[src/rtl/hazard_ctrl_pkg.sv]
// Shared definitions for the decode-stage hazard controller: forward-select codes,
// FSM state encoding, scoreboard slot type and the slot match helper.
package hazard_ctrl_pkg;

  // Forward select coding for ctrl_rs / ctrl_rt
  localparam logic [1:0] FwdReg = 2'd0;
  localparam logic [1:0] FwdEx  = 2'd1;
  localparam logic [1:0] FwdMem = 2'd2;
  localparam logic [1:0] FwdWb  = 2'd3;

  // Redirect counter is wide enough for REDIRECT_CYCLES up to 7
  localparam int unsigned RedirCntW = 3;

  typedef enum logic [1:0] {
    StRun      = 2'd0,
    StLuStall  = 2'd1,
    StRedirect = 2'd2
  } state_e;

  // One in-flight destination: valid write plus register number
  typedef struct packed {
    logic       vld;
    logic [4:0] dst;
  } sb_slot_t;

  // A slot supplies an operand only if it writes the same, non-zero register
  function automatic logic slot_hit(sb_slot_t slot, logic [4:0] src);
    return slot.vld && (slot.dst == src) && (src != 5'd0);
  endfunction

endpackage

[src/rtl/hazard_ctrl_fwd_select.sv]
// Per-operand forward select: youngest matching producer wins (EX > MEM > WB).
module hazard_ctrl_fwd_select
  import hazard_ctrl_pkg::*;
(
  input  logic [4:0] src_i,
  input  sb_slot_t   ex_i,
  input  sb_slot_t   mem_i,
  input  sb_slot_t   wb_i,
  output logic [1:0] sel_o
);

  // Priority match from the youngest stage down to the register file
  always_comb begin
    sel_o = FwdReg;
    if (slot_hit(ex_i, src_i)) begin
      sel_o = FwdEx;
    end else if (slot_hit(mem_i, src_i)) begin
      sel_o = FwdMem;
    end else if (slot_hit(wb_i, src_i)) begin
      sel_o = FwdWb;
    end
  end

endmodule

[src/rtl/hazard_ctrl.sv]
// Decode-stage pipeline sequencer: operand forwarding, load-use stalls, taken-jump
// redirects and external holds. Optional statistics counters are built when the macro
// HAZARD_STATS_EN is defined; otherwise stall_count/flush_count are tied to zero.
module hazard_ctrl
  import hazard_ctrl_pkg::*;
#(
  parameter int unsigned DELAY_SLOT      = 1,
  parameter int unsigned REDIRECT_CYCLES = 1,
  parameter int unsigned CNT_W           = 32
) (
  input  logic             clk,
  input  logic             reset,
  input  logic             pipe_hold,
  input  logic             id_valid,
  input  logic [15:0]      instr_top,
  input  logic             ex_reg_write,
  input  logic             ex_mem_read,
  input  logic [4:0]       ex_dst,
  input  logic             ex_jump_taken,
  output logic [1:0]       ctrl_rs,
  output logic [1:0]       ctrl_rt,
  output logic             pc_we,
  output logic             if_we,
  output logic             id_we,
  output logic             if_flush,
  output logic             id_flush,
  output logic [CNT_W-1:0] stall_count,
  output logic [CNT_W-1:0] flush_count
);

  localparam logic [RedirCntW-1:0] RedirLoad = RedirCntW'(REDIRECT_CYCLES - 1);

  logic [4:0] rs, rt;
  logic       unused_opcode;

  assign rs            = instr_top[9:5];
  assign rt            = instr_top[4:0];
  assign unused_opcode = ^instr_top[15:10];

  // ---------------------------------------------------------------------------
  // Scoreboard of in-flight destinations (EX is live, MEM/WB are registered)
  // ---------------------------------------------------------------------------
  sb_slot_t ex_slot, mem_q, wb_q;

  assign ex_slot = '{vld: ex_reg_write, dst: ex_dst};

  // Shift EX -> MEM -> WB every cycle the pipeline moves
  always_ff @(posedge clk or negedge reset) begin
    if (!reset) begin
      mem_q <= '0;
      wb_q  <= '0;
    end else if (!pipe_hold) begin
      mem_q <= ex_slot;
      wb_q  <= mem_q;
    end
  end

  logic [1:0] rs_sel, rt_sel;

  hazard_ctrl_fwd_select u_fwd_rs (
    .src_i (rs),
    .ex_i  (ex_slot),
    .mem_i (mem_q),
    .wb_i  (wb_q),
    .sel_o (rs_sel)
  );

  hazard_ctrl_fwd_select u_fwd_rt (
    .src_i (rt),
    .ex_i  (ex_slot),
    .mem_i (mem_q),
    .wb_i  (wb_q),
    .sel_o (rt_sel)
  );

  // ---------------------------------------------------------------------------
  // Sequencer FSM
  // ---------------------------------------------------------------------------
  state_e               state_q, state_d;
  logic [RedirCntW-1:0] cnt_q, cnt_d;
  logic                 load_use, jump_now, stall_now;

  assign load_use = id_valid && ex_mem_read && ex_reg_write && (ex_dst != 5'd0) &&
                    ((ex_dst == rs) || (ex_dst == rt));
  // Jumps are ignored while already redirecting; a jump outranks a load-use stall
  assign jump_now  = (state_q != StRedirect) && ex_jump_taken;
  assign stall_now = (state_q == StRun) && load_use && !jump_now;

  // State and redirect counter, frozen by pipe_hold
  always_ff @(posedge clk or negedge reset) begin
    if (!reset) begin
      state_q <= StRun;
      cnt_q   <= '0;
    end else if (!pipe_hold) begin
      state_q <= state_d;
      cnt_q   <= cnt_d;
    end
  end

  // Next-state: the jump cycle itself is the first flush cycle, so REDIRECT
  // covers the remaining REDIRECT_CYCLES-1 cycles
  always_comb begin
    state_d = state_q;
    cnt_d   = cnt_q;
    unique case (state_q)
      StRun, StLuStall: begin
        if (jump_now) begin
          cnt_d   = RedirLoad;
          state_d = (RedirLoad == '0) ? StRun : StRedirect;
        end else if (stall_now) begin
          state_d = StLuStall;
        end else begin
          state_d = StRun;
        end
      end
      StRedirect: begin
        if (cnt_q <= RedirCntW'(1)) begin
          cnt_d   = '0;
          state_d = StRun;
        end else begin
          cnt_d = cnt_q - RedirCntW'(1);
        end
      end
      default: begin
        cnt_d   = '0;
        state_d = StRun;
      end
    endcase
  end

  // Outputs: reset forces the idle pattern, hold overrides everything else
  always_comb begin
    ctrl_rs  = FwdReg;
    ctrl_rt  = FwdReg;
    pc_we    = 1'b1;
    if_we    = 1'b1;
    id_we    = 1'b1;
    if_flush = 1'b0;
    id_flush = 1'b0;
    if (reset) begin
      ctrl_rs = rs_sel;
      ctrl_rt = rt_sel;
      if (pipe_hold) begin
        pc_we = 1'b0;
        if_we = 1'b0;
        id_we = 1'b0;
      end else if (jump_now) begin
        if_flush = 1'b1;
        id_flush = (DELAY_SLOT == 0);
      end else if (state_q == StRedirect) begin
        if_flush = 1'b1;
      end else if (stall_now) begin
        pc_we    = 1'b0;
        if_we    = 1'b0;
        id_flush = 1'b1;
      end
    end
  end

  // ---------------------------------------------------------------------------
  // Statistics
  // ---------------------------------------------------------------------------
`ifdef HAZARD_STATS_EN
  logic [CNT_W-1:0] stall_cnt_q, stall_cnt_d, flush_cnt_q, flush_cnt_d;

  // Saturating increments on stall assertion and redirect entry
  always_comb begin
    stall_cnt_d = stall_cnt_q;
    flush_cnt_d = flush_cnt_q;
    if (stall_now && !(&stall_cnt_q)) begin
      stall_cnt_d = stall_cnt_q + CNT_W'(1);
    end
    if (jump_now && !(&flush_cnt_q)) begin
      flush_cnt_d = flush_cnt_q + CNT_W'(1);
    end
  end

  // Counter registers, frozen by pipe_hold
  always_ff @(posedge clk or negedge reset) begin
    if (!reset) begin
      stall_cnt_q <= '0;
      flush_cnt_q <= '0;
    end else if (!pipe_hold) begin
      stall_cnt_q <= stall_cnt_d;
      flush_cnt_q <= flush_cnt_d;
    end
  end

  assign stall_count = stall_cnt_q;
  assign flush_count = flush_cnt_q;
`else
  assign stall_count = '0;
  assign flush_count = '0;
`endif

endmodule

[config.mk]
export PLATFORM = sky130hd
export DESIGN_NAME = hazard_ctrl
export DESIGN_NICKNAME = d
export VERILOG_FILES = /design/src/rtl/hazard_ctrl_pkg.sv /design/src/rtl/hazard_ctrl_fwd_select.sv /design/src/rtl/hazard_ctrl.sv
export SDC_FILE = /design/constraint.sdc
export NUM_CORES = 1
export LEC_CHECK = 0
export CAP_MARGIN = 0
export CELL_PAD_IN_SITES_DETAIL_PLACEMENT = 1
export CELL_PAD_IN_SITES_GLOBAL_PLACEMENT = 1
export CORE_MARGIN = 2
export CORE_UTILIZATION = 26
export DETAILED_ROUTE_END_ITERATION = 8
export HOLD_SLACK_MARGIN = 0.02
export PLACE_DENSITY = 0.87
export SKIP_LAST_GASP = 1
export SYNTH_ARGS = -nofsm -noshare
export SYNTH_HDL_FRONTEND = slang
export SYNTH_SLANG_ARGS = --single-unit
export TNS_END_PERCENT = 20
[constraint.sdc]
create_clock -name clk -period 4.4 [get_ports clk]
set_clock_uncertainty 0.1 [all_clocks]
set_input_delay 0.88 -clock clk [delete_from_list [all_inputs] [get_ports clk]]
set_output_delay 0.88 -clock clk [all_outputs]
set_load 0.03 [all_outputs]
# Yosys cells after proc, flatten, opt, wreduce, memory -nomap -nowiden
# Index checks and enable logic that the tools add are counted.
classes:
  n_reduce_logical: 28
  add_sub_neg: 1
  bitwise: 1
  eq_ne: 11
  n_mux: 31
  magnitude_cmp: 1
op_table:
  columns: ["operator", "n"]
  rows:
  - ["== test 5 bit", 6]
  - ["logical AND 1 bit", 19]
  - ["2-to-1 mux 1 bit", 18]
  - ["2-to-1 mux 2 bit", 9]
  - ["nonzero test 5 bit", 3]
  - ["2-to-1 mux 3 bit", 2]
  - ["inequality test 2 bit (second input constant)", 3]
  - ["one-hot mux 3 bit (2 select lines)", 1]
  - ["one-hot mux 2 bit (2 select lines)", 1]
  - ["AND reduction 2 bit", 2]
  - ["less-or-equal comparator 3 x 1 -> 1 bit (second input constant)", 1]
  - ["subtractor 3 x 1 -> 3 bit (second input constant)", 1]
  - ["== test 2 x 1 -> 1 bit (second input constant)", 1]
  - ["== test 2 bit (second input constant)", 1]
  - ["zero test 2 bit", 1]
  - ["OR reduction 2 bit", 1]
  - ["zero test 1 bit", 1]
  - ["logical OR 1 bit", 1]
  - ["inverter 1 bit", 1]
totals:
  reg_bits: 17
  inputBits: 28

# Depth between registers and ports, before layout
logic_depth:
  depth_word: 11
  depth_mapped: 6

# Cells and area by module
# From an unflattened synthesis, not the netlist that was laid out.
unflattened:
  cells_unflattened: 177
  area_unflattened_um2: 1590.3
by_module_without_submodules:
  columns: ["module", "cells_per_inst", "instances", "area_each_um2"]
  rows:
  - ["hazard_ctrl", 123, 1, 1182.4]
  - ["hazard_ctrl_fwd_select", 27, 2, 203.9]

# Least setup slack after synthesis
# Ideal clock, no wire load.
synth_path:
  kind: "input -> output"
  from: "input port instr_top[9]"
  to: "output port id_flush"
  required_ns: 3.420
  setup_slack_ns: 1.234
  arrival_time_ns: 2.186
  path_stages: 5
  path_cell_list: "xnor2_1 nand3_1 nor3_1 o21ai_0 nor3b_1"
synth_between:
  elab_chain_cells: 10
synth_lines:
  columns: ["item", "line_no", "rtl"]
  rows:
  - ["start, declared", "hazard_ctrl.sv:15", "input logic [15:0] instr_top,"]
  - ["== test 5 bit", "hazard_ctrl.sv:84", "((ex_dst == rs) || (ex_dst == rt));"]
  - ["logical OR 1 bit", "hazard_ctrl.sv:84", null]
  - ["logical AND 1 bit", "hazard_ctrl.sv:83", "assign load_use = id_valid && ex_mem_read && ex_reg_write && (ex_dst != 5'd0) &&"]
  - ["logical AND 1 bit (2 in a row)", "hazard_ctrl.sv:87", "assign stall_now = (state_q == StRun) && load_use && !jump_now;"]
  - ["2-to-1 mux 1 bit", "hazard_ctrl.sv:152", "end else if (stall_now) begin"]
  - ["2-to-1 mux 1 bit", "hazard_ctrl.sv:150", "end else if (state_q == StRedirect) begin"]
  - ["2-to-1 mux 1 bit", "hazard_ctrl.sv:147", "end else if (jump_now) begin"]
  - ["2-to-1 mux 1 bit", "hazard_ctrl.sv:143", "if (pipe_hold) begin"]
  - ["2-to-1 mux 1 bit", "hazard_ctrl.sv:140", "if (reset) begin"]
  - ["end, declared", "hazard_ctrl.sv:26", "output logic id_flush,"]
# Every way passes these cells.

# Worst setup path in the final report
layout_path:
  from: "input port instr_top[3]"
  to: "output port ctrl_rt[1]"
layout_between:
  elab_chain_cells: 7
  word_cells_on_any_way: 14
layout_lines:
  columns: ["item", "line_no", "rtl"]
  rows:
  - ["== test 5 bit", "hazard_ctrl_pkg.sv:28", "return slot.vld && (slot.dst == src) && (src != 5'd0);"]
  - ["logical AND 1 bit (2 in a row)", "hazard_ctrl_pkg.sv:28", null]
  - ["2-to-1 mux 2 bit", "hazard_ctrl_fwd_select.sv:19", "end else if (slot_hit(wb_i, src_i)) begin"]
  - ["2-to-1 mux 2 bit", "hazard_ctrl_fwd_select.sv:17", "end else if (slot_hit(mem_i, src_i)) begin"]
  - ["2-to-1 mux 2 bit *", "hazard_ctrl_fwd_select.sv:15", "if (slot_hit(ex_i, src_i)) begin"]
  - ["2-to-1 mux 2 bit *", "hazard_ctrl.sv:140", null]
  - ["end, declared", "hazard_ctrl.sv:21", "output logic [1:0] ctrl_rt,"]
# Mark *: on every way between the ends. The rest lies on a longest branch, timed or not.

==> key figures <==
Routing
  – Via density: 3.82
  – Detailed Route WL: 3.40 mm
  – Initial DRC count: 10
  – Mean routed wirelength per cell: 12.8 um
  – DR pass1 iterations: 3
  – DRC viols: 0
  – Routed Antenna Nets: 0
  – Vias: ~1000

Critical path
  – Worst EP arrival: 3.18 ns
  – CP required: around 3.4 ns
  – CP max FO: 4
  – R2R depth: 5
  – Startpoint Class: input pin
  – Nature of the critical path endpoint: output pin
  – Crit path kind: in2out

Clock network
  – H-tree levels: 1
  – Sink Count: 13
  – Setup bufs post-CTS: 0
  – Post-CTS sizing: 0
  – CTS root buffer: clkbuf_8
  – CTS tree: yes
  – Cts bufs inserted: 3
  – Hold_buf cts: 0
  – Clock tree buffer depth: 2
  – Skew-Pair Late Insertion Delay: 0.24 ns
  – Worst-path clk slew: about 0.06 ns

Power and ir drop
  – Fraction of power consumed by sequential logic: about a third
  – Comb pwr share: approximately 41%
  – Power Density: 269 nW/um2
  – Static leakage: about 0.00073 uW
  – Clk network pwr share: roughly a quarter
  – Maximum vdd drop: about 0.00016 V
  – Internal power: about 260 uW
  – Psw: about 190 uW
  – Sw frac: a little over two fifths

Final layout
  – Leading cell type in the layout, fill and taps excluded: conb_1
  – Layout cell share with drive strength beyond 1: 10.8%
  – Ant. Diodes: 0
  – Area Growth Syn to Fin: 13.2%
  – Most frequent cells in the layout: conb_1, clkdlybuf4s50_1, xnor2_1, dfrtp_1
  – Nets: 223
  – Finished Layout Cells: approximately 270

Global routing
  – Largest net degree at the start of global routing: 13
  – Antenna violations before repair: 0
  – Number of global-route vias before repair: 982
  – GR Overflow Total: 0
  – First-pass GRT wire length: roughly 5.0 mm
  – GRT Util Overall: a little over a tenth

Die
  – Die width: roughly 79 um
  – Row count: 27
  – I/O pins: approximately 100
  – Die ar.: between 6000 and 7000 um2
  – Initial Util: a little over a quarter
  – Total core area: ~5400 um2
  – Die height: 78.7 um

Timing
  – Max Clock Freq: between 0.2 and 0.25 GHz
  – Min Tclk post-route: 4.16 ns
  – Setup_tns: 0 ns
  – Period utilization: roughly 95%
  – Max-slew violation count: 0
  – Setup slack after layout: around 0.24 ns
  – Setup violators final: 0
  – Unrepaired setup endpoints after global routing: no
  – Final Hold Viols: 0
  – Hold slack: 0.382 ns

Synthesis
  – Synth area leader: buf_4
  – Syn. warnings: 0
  – Main area contributors after synthesis: buf_4, dfrtp_1, xnor2_1
  – Post-Syn Area: about 1500 um2
  – Yosys reg bits: 13
  – Post-Syn Area per Cell: 8.97 um2
  – Seq/Total Area, Yosys: around 22%
  – Share of the synthesized area in the top cell type: 33.6%
  – Gate Count Post-Synth: around 160
  – Library cells used by synthesis: 25

Placement
  – I/O Buffers: 30
  – Pre-CTS WS: 0.280 ns
  – Final HPWL DP: approximately 2.8 mm
  – DP Cell Count: about 260
  – Routability cong.: approximately 0.91

Outcome
  – Status: finished, final reports clean

Hold path
  – Worst min-delay path class: reg2reg
  – Hold Path Cell Cnt: 2

Run
  – Max-cap violations: 0
## flip-flops by register name, summed over array words and instances, names as in the netlist
| signal | cells |
|---|---|
| wb_q | 6 |
| mem_q | 6 |
| state_q | 1 |
## power by group through the flow
stage	combinational, uW	clock (uW)	sequential [uW]
after CTS	182	113	151
after detailed placement	181	0	153
after global routing	194	118	153
final	182	109	151
after floorplan	177	0	148
after global placement	177	0	151
## synth_stat cells
cell type	number
a21bo_2	1
a21oi_1	1
or4_1	2
nand4_1	5
o21ai_0	4
clkbuf_1	1
nor2_2	2
mux2_2	12
nand3_1	2
inv_1	1
nor4_1	4
buf_2	1
dfrtp_1	13
conb_1	1
xnor2_1	18
buf_4	65
nor3b_1	1
nor2_1	4
and3b_1	2
nor2b_1	2
nor3_1	3
and3_1	1
nand2_1	2
o21a_1	2
xor2_1	12
## worst max-delay path, cell delays in order
cell             delay, ns
clkdlybuf4s50_1       0.54
or4_1                 0.59
nor2_2                0.15
and3b_1               0.21
nor2_1                0.13
clkdlybuf4s50_1       0.68
## cells by family (layout without fill, tap and decap cells)
family,Yosys count,after routing,synth area share (%)
AND/OR/NAND/NOR,30,30,12.1
flip-flops,13,13,22.4
multiplexers,12,12,9.30
AO/OA/AOI/OAI,8,8,3.44
buffers and inverters,68,37,34.5
XOR/XNOR,30,30,18.1
other,1,64,0.258
## routing by layer
metal  track usage [%]  up-vias  part of all wire, %
li1                  -      471                    -
met1              12.0      480                   37
met2              18.5       56                   53
met3              2.61       10                  7.6
met4              4.56        0                  2.2
met5                 0        -                    0
## worst paths after layout
check | slack [ns] | to | from
worst max-delay path | 0.24 | ctrl_rt[1] | instr_top[3]
worst min-delay path | 0.38 | state_q[0]$_DFFE_PN0N_ | state_q[0]$_DFFE_PN0N_
worst max register to register | 3.16 | state_q[0]$_DFFE_PN0N_ | state_q[0]$_DFFE_PN0N_
worst min register to register | 0.38 | state_q[0]$_DFFE_PN0N_ | state_q[0]$_DFFE_PN0N_
max in group asynchronous | 2.90 | mem_q[3]$_DFFE_PN0N_ | reset
min in group asynchronous | 0.81 | state_q[0]$_DFFE_PN0N_ | reset
## metrics by stage
step	area (um2)	utilization [%]	total power, uW
2_1_floorplan	1690	-	325
3_3_place_gp	1600	29.4	328
3_5_place_dp	1600	29.4	334
4_1_cts	1640	30.2	446
5_1_grt	1640	30.2	466
6_report	1640	30.2	442
## cell type report
cell class / count / area, um2
multi-input cells: 144 / 863
well taps: 72 / 90.1
clock buffers: 3 / 41.3
repair buffers: 32 / 315
flip-flops and latches: 13 / 325
inverters: 1 / 3.75
clock inverters: 1 / 5.00
fillers: 670 / 3790
No activity file was read; power rests on OpenSTA's default activity.
